`src/rtl/mem_arb_pkg.sv`:
```
// mem_arb_pkg -- types and constants shared by the memory arbiter files.
//   arb_state_e  : arbiter FSM state encoding
//   ADDR_W_DEF   : default address width
//   DATA_W_DEF   : default data width
//   TIMEOUT_DATA : read data returned when a transfer is aborted by timeout
package mem_arb_pkg;

  localparam int ADDR_W_DEF = 32;
  localparam int DATA_W_DEF = 32;

  localparam logic [31:0] TIMEOUT_DATA = 32'hDEAD_BEEF;

  typedef enum logic [1:0] {
    IDLE    = 2'd0,
    BUSY_IF = 2'd1,
    BUSY_DM = 2'd2,
    DONE    = 2'd3
  } arb_state_e;

endpackage

```
`src/rtl/mem_arb_timeout.sv`:
```
// mem_arb_timeout -- watchdog counter for one memory transfer.
// Ports:
//   clk_i   : clock, rising edge
//   rst_i   : asynchronous active-low reset
//   clr     : clear the count (asserted when a new transfer is granted)
//   en      : count this cycle (busy and no memory completion)
//   expire  : the current counting cycle is the TIMEOUT-th without completion
module mem_arb_timeout #(
  parameter int TIMEOUT = 255
) (
  input  logic clk_i,
  input  logic rst_i,
  input  logic clr,
  input  logic en,
  output logic expire
);

  logic [15:0] cnt_reg;

  always_ff @(posedge clk_i or negedge rst_i) begin
    if (!rst_i) begin
      cnt_reg <= '0;
    end else if (clr) begin
      cnt_reg <= '0;
    end else if (en) begin
      cnt_reg <= cnt_reg + 16'd1;
    end
  end

  // Combinational so the FSM leaves BUSY on the very cycle the count
  // reaches TIMEOUT; no extra cycle is spent observing the terminal value.
  assign expire = en && (cnt_reg == 16'(TIMEOUT - 1));

endmodule

```
`src/rtl/mem_arbiter.sv`:
```
// mem_arbiter -- arbitrates an instruction-fetch port and a data port onto
// one shared memory port, one transfer at a time.
// Ports:
//   clk_i, rst_i                       : clock / async active-low reset
//   if_req_i, if_addr_i                : fetch read request (held until ack)
//   if_rdata_o, if_ack_o               : fetch read data / 1-cycle completion
//   dm_req_i, dm_we_i, dm_addr_i,
//   dm_wdata_i                         : data access request (held until ack)
//   dm_rdata_o, dm_ack_o               : data read data / 1-cycle completion
//   mem_req_o, mem_we_o, mem_addr_o,
//   mem_wdata_o                        : shared memory command
//   mem_rdata_i, mem_ack_i             : shared memory response
//   stall_o                            : pipeline stall (pending requests)
//   err_o                              : sticky timeout flag
// Build option: MEM_ARB_RR_EN selects round-robin arbitration on
// simultaneous requests; undefined gives fixed priority (data port wins).
module mem_arbiter
  import mem_arb_pkg::*;
#(
  parameter int ADDR_W  = ADDR_W_DEF,
  parameter int DATA_W  = DATA_W_DEF,
  parameter int TIMEOUT = 255
) (
  input  logic              clk_i,
  input  logic              rst_i,
  input  logic              if_req_i,
  input  logic [ADDR_W-1:0] if_addr_i,
  output logic [DATA_W-1:0] if_rdata_o,
  output logic              if_ack_o,
  input  logic              dm_req_i,
  input  logic              dm_we_i,
  input  logic [ADDR_W-1:0] dm_addr_i,
  input  logic [DATA_W-1:0] dm_wdata_i,
  output logic [DATA_W-1:0] dm_rdata_o,
  output logic              dm_ack_o,
  output logic              mem_req_o,
  output logic              mem_we_o,
  output logic [ADDR_W-1:0] mem_addr_o,
  output logic [DATA_W-1:0] mem_wdata_o,
  input  logic [DATA_W-1:0] mem_rdata_i,
  input  logic              mem_ack_i,
  output logic              stall_o,
  output logic              err_o
);

  arb_state_e        state_reg, state_next;
  logic              owner_dm_reg;        // 1: current transfer belongs to dm
  logic              mem_we_reg;
  logic [ADDR_W-1:0] mem_addr_reg;
  logic [DATA_W-1:0] mem_wdata_reg;
  logic [DATA_W-1:0] if_rdata_reg;
  logic [DATA_W-1:0] dm_rdata_reg;
  logic              err_reg;

  logic busy;
  logic any_req;
  logic grant_dm;
  logic grant;
  logic finish;
  logic expire;

  assign busy    = (state_reg == BUSY_IF) || (state_reg == BUSY_DM);
  assign any_req = if_req_i | dm_req_i;
  assign grant   = (state_reg == IDLE) && any_req;
  assign finish  = busy && (mem_ack_i || expire);

`ifdef MEM_ARB_RR_EN
  // 1: dm received the most recent grant. Reset value 0 means "IF last",
  // so the first contention goes to dm.
  logic last_dm_reg;

  always_ff @(posedge clk_i or negedge rst_i) begin
    if (!rst_i) begin
      last_dm_reg <= 1'b0;
    end else if (grant) begin
      last_dm_reg <= grant_dm;
    end
  end

  assign grant_dm = dm_req_i & (~if_req_i | ~last_dm_reg);
`else
  assign grant_dm = dm_req_i;
`endif

  mem_arb_timeout #(
    .TIMEOUT(TIMEOUT)
  ) u_timeout (
    .clk_i (clk_i),
    .rst_i (rst_i),
    .clr   (grant),
    .en    (busy & ~mem_ack_i),
    .expire(expire)
  );

  // FSM state register
  always_ff @(posedge clk_i or negedge rst_i) begin
    if (!rst_i) begin
      state_reg <= IDLE;
    end else begin
      state_reg <= state_next;
    end
  end

  // FSM next state
  always_comb begin
    state_next = state_reg;
    case (state_reg)
      IDLE: begin
        if (any_req) begin
          state_next = grant_dm ? BUSY_DM : BUSY_IF;
        end
      end
      BUSY_IF, BUSY_DM: begin
        if (mem_ack_i || expire) begin
          state_next = DONE;
        end
      end
      DONE:    state_next = IDLE;
      default: state_next = IDLE;
    endcase
  end

  // Command latch, read-data capture and error flag
  always_ff @(posedge clk_i or negedge rst_i) begin
    if (!rst_i) begin
      owner_dm_reg  <= 1'b0;
      mem_we_reg    <= 1'b0;
      mem_addr_reg  <= '0;
      mem_wdata_reg <= '0;
      if_rdata_reg  <= '0;
      dm_rdata_reg  <= '0;
      err_reg       <= 1'b0;
    end else begin
      if (grant) begin
        owner_dm_reg  <= grant_dm;
        mem_we_reg    <= grant_dm & dm_we_i;
        mem_addr_reg  <= grant_dm ? dm_addr_i : if_addr_i;
        mem_wdata_reg <= grant_dm ? dm_wdata_i : '0;
      end
      if (finish) begin
        // Write enable is only meaningful while the command is on the bus.
        mem_we_reg <= 1'b0;
        if (!mem_we_reg) begin
          if (owner_dm_reg) begin
            dm_rdata_reg <= mem_ack_i ? mem_rdata_i : DATA_W'(TIMEOUT_DATA);
          end else begin
            if_rdata_reg <= mem_ack_i ? mem_rdata_i : DATA_W'(TIMEOUT_DATA);
          end
        end
        if (!mem_ack_i) begin
          err_reg <= 1'b1;
        end
      end
    end
  end

  assign mem_req_o   = busy;
  assign mem_we_o    = mem_we_reg;
  assign mem_addr_o  = mem_addr_reg;
  assign mem_wdata_o = mem_wdata_reg;
  assign if_rdata_o  = if_rdata_reg;
  assign dm_rdata_o  = dm_rdata_reg;
  assign if_ack_o    = (state_reg == DONE) && !owner_dm_reg;
  assign dm_ack_o    = (state_reg == DONE) && owner_dm_reg;
  assign err_o       = err_reg;
  assign stall_o     = (if_req_i & ~if_ack_o) | (dm_req_i & ~dm_ack_o);

endmodule

```
`config.mk`:
```
export PLATFORM = sky130hd
export DESIGN_NAME = mem_arbiter
export DESIGN_NICKNAME = d
export VERILOG_FILES = /design/src/rtl/mem_arb_pkg.sv /design/src/rtl/mem_arb_timeout.sv /design/src/rtl/mem_arbiter.sv
export SDC_FILE = /design/constraint.sdc
export NUM_CORES = 1
export LEC_CHECK = 0
export CORE_MARGIN = 1
export CORE_UTILIZATION = 46
export CTS_CLUSTER_SIZE = 20
export DETAILED_ROUTE_END_ITERATION = 10
export GPL_TIMING_DRIVEN = 0
export PLACE_DENSITY_LB_ADDON = 0.08
export RECOVER_POWER = 100
export SLEW_MARGIN = 20
export SYNTH_ARGS = -nofsm -noshare
export SYNTH_HDL_FRONTEND = slang
export SYNTH_SLANG_ARGS = --single-unit
```
`constraint.sdc`:
```
create_clock -name clk_i -period 4.6 [get_ports clk_i]
set_input_delay 0.92 -clock clk_i [delete_from_list [all_inputs] [get_ports clk_i]]
set_output_delay 0.92 -clock clk_i [all_outputs]
set_load 0.02 [all_outputs]
```
==> results of run 1 <==
## worst min path at each step
stage,slack (ps),startpoint,depth (start not counted),to
after global placement,450,err_o,1,err_o
after global routing,450,rst_i,1,dm_rdata_o[7]
after floorplan,500,u_timeout.cnt_reg[15],2,u_timeout.cnt_reg[15]
after detailed placement,460,err_o,1,err_o
after CTS,440,rst_i,1,dm_rdata_o[7]
final,420,rst_i,1,dm_rdata_o[7]
## routing by layer
layer  vias to the layer above  wire, µm  GRT usage
met4                         0       396      0.105
met5                         -         0          0
met2                       198      8520      0.426
li1                       2349         -          -
met1                      2464      6810      0.303
met3                        28      1290     0.0814
## report_power, final
group / internal (mW) / total [mW] / switching [mW]
logic: 1.36 / 2.92 / 1.56
clock network: 0.945 / 1.46 / 0.514
registers: 1.85 / 2.13 / 0.282
## metrics by stage
stage | cell area (µm²) | power, mW
after global routing | 9820 | 6.87
after floorplan | 6320 | 3.76
after CTS | 9860 | 6.79
after global placement | 9210 | 5.22
final | 9820 | 6.51
after detailed placement | 9240 | 5.30
## layout make-up
cell class	instances	area, µm²	share of cell area
tap	176	220	0.0224
multi-input combinational	323	2410	0.246
inverter	5	18.8	0.00191
clock buffer	22	474	0.0483
clock inverter	9	150	0.0153
buffer	29	144	0.0147
sequential	149	3730	0.380
timing repair buffer	267	2670	0.272
## cells by family (layout without fill, tap and decap cells)
| family | count (synthesis) | in the layout | share of synthesized area |
|---|---|---|---|
| AO/OA/AOI/OAI | 87 | 87 | 0.0916 |
| buffers and inverters | 34 | 332 | 0.0257 |
| multiplexers | 97 | 97 | 0.166 |
| adder cells (fa/ha/maj) | 4 | 4 | 0.00791 |
| AND/OR/NAND/NOR | 124 | 124 | 0.104 |
| XOR/XNOR | 11 | 11 | 0.0152 |
| flip-flops | 149 | 149 | 0.590 |
## Yosys cell counts, types with 2 or more instances
| master | n | area (µm²) |
|---|---|---|
| and3_1 | 2 | 12.5 |
| a22o_1 | 32 | 280 |
| ha_1 | 4 | 50.1 |
| clkbuf_1 | 20 | 75.1 |
| mux2i_1 | 33 | 330 |
| nor3_1 | 2 | 10.0 |
| mux2_1 | 3 | 33.8 |
| buf_1 | 2 | 7.51 |
| inv_1 | 5 | 18.8 |
| dfrtp_1 | 149 | 3730 |
| buf_6 | 3 | 33.8 |
| nor2_1 | 20 | 75.1 |
| mux2_2 | 61 | 687 |
| o21ai_0 | 39 | 195 |
| buf_4 | 3 | 22.5 |
| nor2b_1 | 3 | 18.8 |
| xor2_1 | 10 | 87.6 |
| a21oi_1 | 9 | 45.0 |
| and2_1 | 10 | 62.6 |
| a211oi_1 | 2 | 15.0 |
| or3_1 | 4 | 25.0 |
| nand4_1 | 5 | 31.3 |
| nand2b_1 | 27 | 169 |
| nand2_1 | 45 | 169 |
## critical path, cell delays in order
cell           delay [ps]
dlygate4sd3_1         700
nand2b_1              210
clkbuf_1              200
nor4_1                510
a21oi_1               250
nor3_1                600
buf_4                 320
mux2_2                350
==> key figures, run 1 <==
STA
  – Worst hold slack: 421 ps
  – Clock skew: 7.39 ps
  – Setup TNS: 0 ps
  – Worst-Margin Slew: 2120 ps
  – RSZ-0062 raised after global routing: no
  – Final period util: 0.820
  – PnR worst setup slack: 827 ps
  – Max_slew headroom: -0.415
  – Final hold vios: 0
  – Final setup violation count: 0
  – Minimum clock period: 3770 ps
  – Fmax: 265 MHz
  – Final Max Slew Viols: 90

Clock network
  – TritonCTS buffer count: 17
  – CTS clock-pin slew for the worst setup and hold paths: 60 ps
  – Root Driver: clkbuf_16
  – H-tree levels: 4
  – Post-CTS Setup Bufs: 0
  – CTS tree: yes
  – CTS Hold Bufs: 0
  – CTS resizes: 0
  – Clk buf depth: 2
  – Sinks on Clock Net: 149
  – Clk_lat worst skew: 420 ps

Floorplanning
  – Initial Utilization: 0.474
  – Row cnt: 42
  – Die Footprint: 14200 µm²
  – Die Width: 119 µm
  – Core area: 13300 µm²
  – Die Ht: 119 µm
  – I/O Pins: 268

Setup path
  – Critical path data arrival time: 4070 ps
  – Worst-path fanout max: 10
  – Startpoint Class: primary input
  – WS Path Type: primary input to flip-flop
  – Element type at the critical path end: flip-flop
  – Worst setup path end: dm_rdata_o[5]
  – Worst R2R End: dm_rdata_o[5]
  – FF-to-FF setup slack: 1260 ps
  – Worst Path Required: 4890 ps
  – Start point of the critical path: mem_ack_i
  – Worst R2R Start: state_reg[0]
  – Reg2reg path depth: 9

Cells and area
  – Synth-to-layout area growth: 55.3%
  – Most frequent cells in the layout: dfrtp_1, dlygate4sd3_1, clkdlybuf4s50_1, mux2_2, nand2_1
  – Fin cells: 980
  – Fill cell count: 953
  – Commonest non-fill, non-tap cell in the layout: dfrtp_1
  – Ant diodes: 0
  – Fraction of layout cells with a size suffix above 1: 0.127
  – Core Util, Final: 0.736
  – Nets: 930

Placed design
  – DP HPWL: 12.7 mm
  – Buffers on Ports: 266
  – Final GP Congestion: 0.805
  – Dpl cells: 949
  – Pre-CTS setup slack: 819 ps

Logic synthesis
  – #FFs+latches synth: 149
  – Cell Area, Synth: 6320 µm²
  – Syn avg cell area: 12.5 µm²
  – Post-synth EDFFs: 0
  – Primary FF master, synth: dfrtp_1
  – Warnings, synthesis: 0
  – Net Count, Synth: 644
  – Seq/Total Area, Yosys: 0.590
  – Distinct cells, synth: 37
  – FFs w/ async S/R, synth: 1.00
  – Cells after synthesis: 506

Global routing
  – Vias in the first global route: 5306
  – Largest net degree at the start of global routing: 90
  – Global-route wire length before repair: 27.7 mm
  – Antenna violations before repair: 0
  – Total congestion overflow: 0
  – Total Routing Usage GR: 0.255

Route
  – DR pass1 iterations: 4
  – Post-DR wirelength/cell: 17.4 µm
  – Final ANT Viol Nets: 0
  – Iteration-0 DRC Markers: 213
  – DRC Markers: 0
  – DR vias/cell: 5.14
  – DR vias: 5039
  – Final wirelength: 17.0 mm

Power
  – VDD IR-drop max: 0.324 mV
  – Power Dens Cells: 663 nW/µm²
  – Pleak: 4.27 nW

Outcome
  – Failing checks: max-capacitance violations, max-slew violations
  – Status: finished, violations left

Hold path
  – Hold WC Path Type: primary input to asynchronous set/reset pin

Flow run
  – Max Cap Viol: 1
Power figures use the tool's default switching activity.
==> run 2: changes to the inputs <==
Settings changed: CORE_UTILIZATION 46 to 39.
Clock period 4.6 ns to 3.4 ns, I/O delays scaled along.
==> key figures, run 2 (synthesis results as in run 1) <==
Outcome
  – Status: finished, violations left
  – Failing checks: max-capacitance violations, max-slew violations

Hold path
  – Hold path startpoint: err_o
  – Hold WC Path Type: flip-flop to flip-flop
  – Worst hold endpoint: err_o
  – Hold path depth: 1

STA
  – RSZ-0062 raised after global routing: no
  – Final setup violation count: 0 (unchanged)
  – Max_slew headroom: -0.0299 (+0.385)
  – Setup TNS: 0 ps (unchanged)
  – Final period util: 0.946
  – Final Max Slew Viols: 63 (-30%)
  – PnR worst setup slack: 185 ps (-642 ps)
  – Worst-Margin Slew: 1540 ps (-578 ps)
  – Minimum clock period: 3220 ps
  – Clock skew: 7.46 ps (+0.0642 ps)
  – Final hold vios: 0 (unchanged)
  – Fmax: 311 MHz
  – Worst hold slack: 455 ps (+33.8 ps)

Clock network
  – CTS tree: yes
  – Post-CTS Setup Bufs: 0 (unchanged)
  – TritonCTS buffer count: 17 (unchanged)
  – Sinks on Clock Net: 149 (unchanged)
  – CTS Hold Bufs: 0 (unchanged)
  – H-tree levels: 4 (unchanged)
  – CTS resizes: 0 (unchanged)
  – Clk buf depth: 2 (unchanged)
  – Root Driver: clkbuf_16
  – CTS clock-pin slew for the worst setup and hold paths: 60 ps (about the same)
  – Clk_lat worst skew: 420 ps (about the same)

Floorplanning
  – Die Width: 129 µm (+8.5%)
  – Row cnt: 46 (+9.5%)
  – Core area: 15900 µm² (+19%)
  – Die Footprint: 16700 µm² (+18%)
  – I/O Pins: 268 (unchanged)
  – Die Ht: 129 µm (+8.5%)
  – Initial Utilization: 0.398 (-0.0757)

Power
  – VDD IR-drop max: 0.459 mV (+42%)
  – Sequential share of power: 0.332 (+0.004)
  – Switching Share: 0.368 (+0.00681)
  – Final total power: 8.72 mW (+34%)
  – Internal power consumption: 5.51 mW (+32%)
  – Clock network fraction of total power: 0.217 (-0.007)
  – Power Dens Cells: 884 nW/µm² (+33%)
  – Combinational group share of total power: 0.451 (+0.003)
  – P_sw: 3.21 mW (+36%)
  – Pleak: 4.26 nW (-0.16%)

Setup path
  – WS Path Type: primary input to flip-flop
  – Reg2reg path depth: 7 (-2)
  – Critical Path Max Stage Delay: 1040 ps (+340 ps)
  – Worst R2R Start: state_reg[0]
  – Critical path data arrival time: 3490 ps (-580 ps)
  – Worst R2R End: u_timeout.cnt_reg[15]
  – Startpoint Class: primary input
  – Worst-path cell chain: dlygate4sd3_1, o21ai_0, a2111oi_0, or3b_2, xor2_1, nor2_1
  – Worst-path fanout max: 9 (-1)
  – Element type at the critical path end: flip-flop
  – Slowest cell on crit path: a2111oi_0
  – Worst Path Required: 3680 ps (-1210 ps)
  – FF-to-FF setup slack: 360 ps (-900 ps)

Global routing
  – Largest net degree at the start of global routing: 89 (-1.1%)
  – Total Routing Usage GR: 0.213 (-0.0418)
  – Total congestion overflow: 0 (unchanged)
  – Antenna violations before repair: 1 (+1)
  – Vias in the first global route: 5184 (-2.3%)
  – Global-route wire length before repair: 26.8 mm (-3.1%)

Placed design
  – Final GP Congestion: 0.775 (-3.7%)
  – Dpl cells: 989 (+4.2%)
  – Placed cell areas: 9290 µm² (+0.54%)
  – Pre-CTS setup slack: -146 ps (-965 ps)
  – Buffers on Ports: 266 (unchanged)
  – DP HPWL: 13.2 mm (+3.2%)

Cells and area
  – Nets: 930 (unchanged)
  – Fraction of layout cells with a size suffix above 1: 0.133 (+0.00605)
  – Synth-to-layout area growth: 55.9%
  – Final instance area: 9860 µm² (+0.42%)
  – Fin cells: 1022 (+4.3%)
  – Most frequent cells in the layout: dfrtp_1, dlygate4sd3_1, clkdlybuf4s50_1, mux2_2, nand2_1
  – Commonest non-fill, non-tap cell in the layout: dfrtp_1
  – Core Util, Final: 0.621 (-0.115)

Route
  – DR pass1 iterations: 4 (unchanged)
  – DRC Markers: 0 (unchanged)
  – Final wirelength: 17.3 mm (+1.4%)
  – Iteration-0 DRC Markers: 189 (-11%)
  – Post-DR wirelength/cell: 16.9 µm (-2.8%)
  – DR vias/cell: 4.87 (-5.3%)
  – Final ANT Viol Nets: 0 (unchanged)
  – DR vias: 4979 (-1.2%)

Flow run
  – Max Cap Viol: 1 (unchanged)
## run 2: worst max path at each step
stage,endpoint,start
final,u_timeout.cnt_reg[15],if_req_i
after global routing,u_timeout.cnt_reg[15],if_req_i
after CTS,stall_o,dm_req_i
after detailed placement,if_rdata_o[10],mem_ack_i
after global placement,mem_wdata_o[4],rst_i
after floorplan,if_rdata_o[10],state_reg[0]
## run 2: worst max-delay path: cells and delay by family
kind | cells | cell delay [ps]
AOI/OAI and AO/OA | 2 | 1460
xor gates and xnor gates | 1 | 150
buffers and inverters | 1 | 630
and+or+nand+nor | 2 | 570
## run 2: final cells by class
class                           count  area (µm²)
Fill cell                        1313        6020
Sequential cell                   149        3730
Timing Repair Buffer              267        2670
Multi-Input combinational cell    323        2430
Clock buffer                       22         484
Tap cell                          216         270
Buffer                             29         144
Clock inverter                     10         121
Inverter                            5        18.8
Antenna cell                        1        2.50
## run 2: power groups by stage
stage               Sequential [mW]  Combinational, mW  Clock (mW)
finish                         2.90               3.93        1.89
global route                   3.00               4.23        2.01
CTS                            2.94               4.25        1.94
detailed placement             2.95               4.24           0
global placement               2.92               4.18           0
floorplan                      3.75               1.34           0
## run 2: per-layer routing
| layer | part of all wire | vias to the layer above | wire [µm] | GRT usage |
|---|---|---|---|---|
| met1 | 0.39 | 2395 | 6800 | 0.250 |
| met3 | 0.088 | 27 | 1520 | 0.0793 |
| met2 | 0.49 | 199 | 8540 | 0.353 |
| met4 | 0.024 | 0 | 406 | 0.0858 |
| li1 | - | 2358 | - | - |
| met5 | 0 | - | 0 | 0 |
==> run 3: changes to the inputs <==
Settings changed: CORE_UTILIZATION 39 to 55, DONT_BUFFER_PORTS set to 1, GPL_TIMING_DRIVEN 0 to unset.
==> key figures, run 3 (synthesis results as in run 1) <==
STA
  – Setup TNS: 0 ps (unchanged)
  – Fmax: 341 MHz (+9.5%)
  – Worst-Margin Slew: 1620 ps (+71.5 ps)
  – Worst hold slack: -38.7 ps (-494 ps)
  – Final Max Slew Viols: 97 (+54%)
  – Max_slew headroom: -0.0775 (-0.0476)
  – RSZ-0062 raised after global routing: no
  – Minimum clock period: 2940 ps (-280 ps)
  – Final hold vios: 149 (+149)
  – Clock skew: 6.64 ps (-0.815 ps)
  – PnR worst setup slack: 465 ps (+280 ps)
  – Final period util: 0.863 (-0.0823)
  – Final setup violation count: 0 (unchanged)

Setup path
  – Worst-path cell chain: inv_1, ha_1, nand2b_1, nor4_1, a21oi_1, nor4b_4, buf_4, mux2_2
  – Worst-path fanout max: 32 (+23)
  – Start point of the critical path: state_reg[0]
  – Slowest cell on crit path: nor4_1
  – Critical path data arrival time: 3230 ps (-260 ps)
  – Worst Path Required: 3700 ps (+20 ps)
  – Startpoint Class: flip-flop
  – Reg2reg path depth: 8 (+1)
  – Element type at the critical path end: flip-flop
  – WS Path Type: flip-flop to flip-flop
  – Critical Path Max Stage Delay: 530 ps (-510 ps)
  – Worst R2R Start: state_reg[0]
  – FF-to-FF setup slack: 460 ps (+100 ps)
  – Worst setup path end: if_rdata_o[6]
  – Worst R2R End: if_rdata_o[6]

Route
  – Met3 routed WL: 1.17 mm (-23%)
  – DR vias: 3779 (-24%)
  – DR WL met2: 6.49 mm (-24%)
  – Final wirelength: 13.3 mm (-23%)
  – DRC Markers: 0 (unchanged)
  – Metal-1 WL: 5.30 mm (-22%)
  – DR pass1 iterations: 4 (unchanged)
  – Final ANT Viol Nets: 0 (unchanged)
  – Top Layer Used: met4
  – Iteration-0 DRC Markers: 227 (+20%)
  – Post-DR wirelength/cell: 20.4 µm (+21%)
  – DR vias/cell: 5.78 (+19%)

Global routing
  – Global-route wire length before repair: 19.5 mm (-27%)
  – Total congestion overflow: 0 (unchanged)
  – Antenna violations before repair: 0 (-1)
  – Largest net degree at the start of global routing: 150 (+69%)
  – Vias in the first global route: 3621 (-30%)
  – Total Routing Usage GR: 0.221 (+0.00816)

Placed design
  – Pre-CTS setup slack: 648 ps (+794 ps)
  – Buffers on Ports: 0 (-100%)
  – Dpl cells: 622 (-37%)
  – Final GP Congestion: 0.764 (-1.5%)
  – DP HPWL: 9.31 mm (-29%)

Cells and area
  – Fraction of layout cells with a size suffix above 1: 0.195 (+0.0616)
  – Nets: 639 (-31%)
  – Ant diodes: 0 (-1)
  – Synth-to-layout area growth: 11.5%
  – Most frequent cells in the layout: dfrtp_1, mux2_2, nand2_1, o21ai_0, mux2i_1
  – Fin cells: 654 (-36%)
  – Fill cell count: 877 (-33%)
  – Commonest non-fill, non-tap cell in the layout: dfrtp_1
  – Core Util, Final: 0.639 (+0.0182)

Floorplanning
  – Die Footprint: 11900 µm² (-29%)
  – Die Width: 109 µm (-16%)
  – Row cnt: 38 (-17%)
  – Initial Utilization: 0.573 (+0.175)
  – I/O Pins: 268 (unchanged)
  – Core area: 11000 µm² (-31%)
  – Die Ht: 109 µm (-16%)

Flow run
  – Max Cap Viol: 1 (unchanged)

Power
  – Final total power: 7.53 mW (-14%)
  – Power Dens Cells: 1070 nW/µm² (+21%)
  – Pleak: 3.11 nW (-27%)
  – VDD IR-drop max: 0.631 mV (+38%)

Clock network
  – Clk buf depth: 2 (unchanged)
  – Sinks on Clock Net: 149 (unchanged)
  – Clk_lat worst skew: 410 ps (about the same)
  – CTS resizes: 0 (unchanged)
  – Root Driver: clkbuf_16
  – H-tree levels: 4 (unchanged)
  – TritonCTS buffer count: 17 (unchanged)
  – CTS tree: yes
  – CTS clock-pin slew for the worst setup and hold paths: 60 ps (about the same)

Outcome
  – Failing checks: negative hold slack, max-capacitance violations, max-slew violations
  – Status: finished, violations left

Hold path
  – Hold WC Path Type: primary input to asynchronous set/reset pin
==> run 3: worst min path at each step <==
stage / slack (ps) / cells after the start / start / endpoint
floorplan: 380 / 0 / rst_i / dm_rdata_o[0]
global placement: 390 / 0 / rst_i / dm_rdata_o[10]
detailed placement: 390 / 0 / rst_i / if_rdata_o[6]
global route: -70 / 0 / rst_i / if_rdata_o[6]
CTS: -60 / 0 / rst_i / dm_rdata_o[10]
finish: -40 / 0 / rst_i / if_rdata_o[6]
==> run 3: metrics by stage <==
stage | instance area [µm²] | hold WS (ps)
detailed placement | 6410 | 387
global placement | 6410 | 387
global route | 7050 | -67.2
finish | 7050 | -38.7
CTS | 7090 | -58.8
floorplan | 6320 | 384
==> run 3: layout make-up <==
cell class | instances | area (µm²) | share of cell area
Inverter | 5 | 18.8 | 0.00266
Tap cell | 140 | 175 | 0.0248
Multi-Input combinational cell | 323 | 2420 | 0.344
Sequential cell | 149 | 3730 | 0.529
Clock inverter | 11 | 195 | 0.0277
Clock buffer | 21 | 480 | 0.0682
Timing Repair Buffer | 5 | 27.5 | 0.00390
==> run 3: power by group <==
| part | switching (mW) | leakage, nW | internal (mW) | total [mW] |
|---|---|---|---|---|
| clock network | 0.698 | 0.322 | 1.38 | 2.08 |
| logic | 0.733 | 0.985 | 0.761 | 1.49 |
| registers | 1.45 | 1.80 | 2.50 | 3.95 |
| total | 2.88 | 3.11 | 4.64 | 7.53 |
==> run 3: critical path: cells and delay by family, from the launching register on <==
family	cells	cell delay, ps
AO/OA/AOI/OAI	1	290
adder cells (fa/ha/maj)	1	290
buffers and inverters	2	470
flip-flops	1	390
multiplexers	1	390
AND/OR/NAND/NOR	3	980
==> run 3: layer usage <==
metal  GRT usage  up-vias
met2       0.337      169
li1            -     1769
met1       0.274     1815
met3      0.0915       26
met4       0.103        0
met5           0        -
==> run 3: what timing repair did <==
item                                   in CTS  in global routing
setup endpoints to repair                   0                  0
endpoints found under the hold margin     149                149
setup buffers                               0                  0
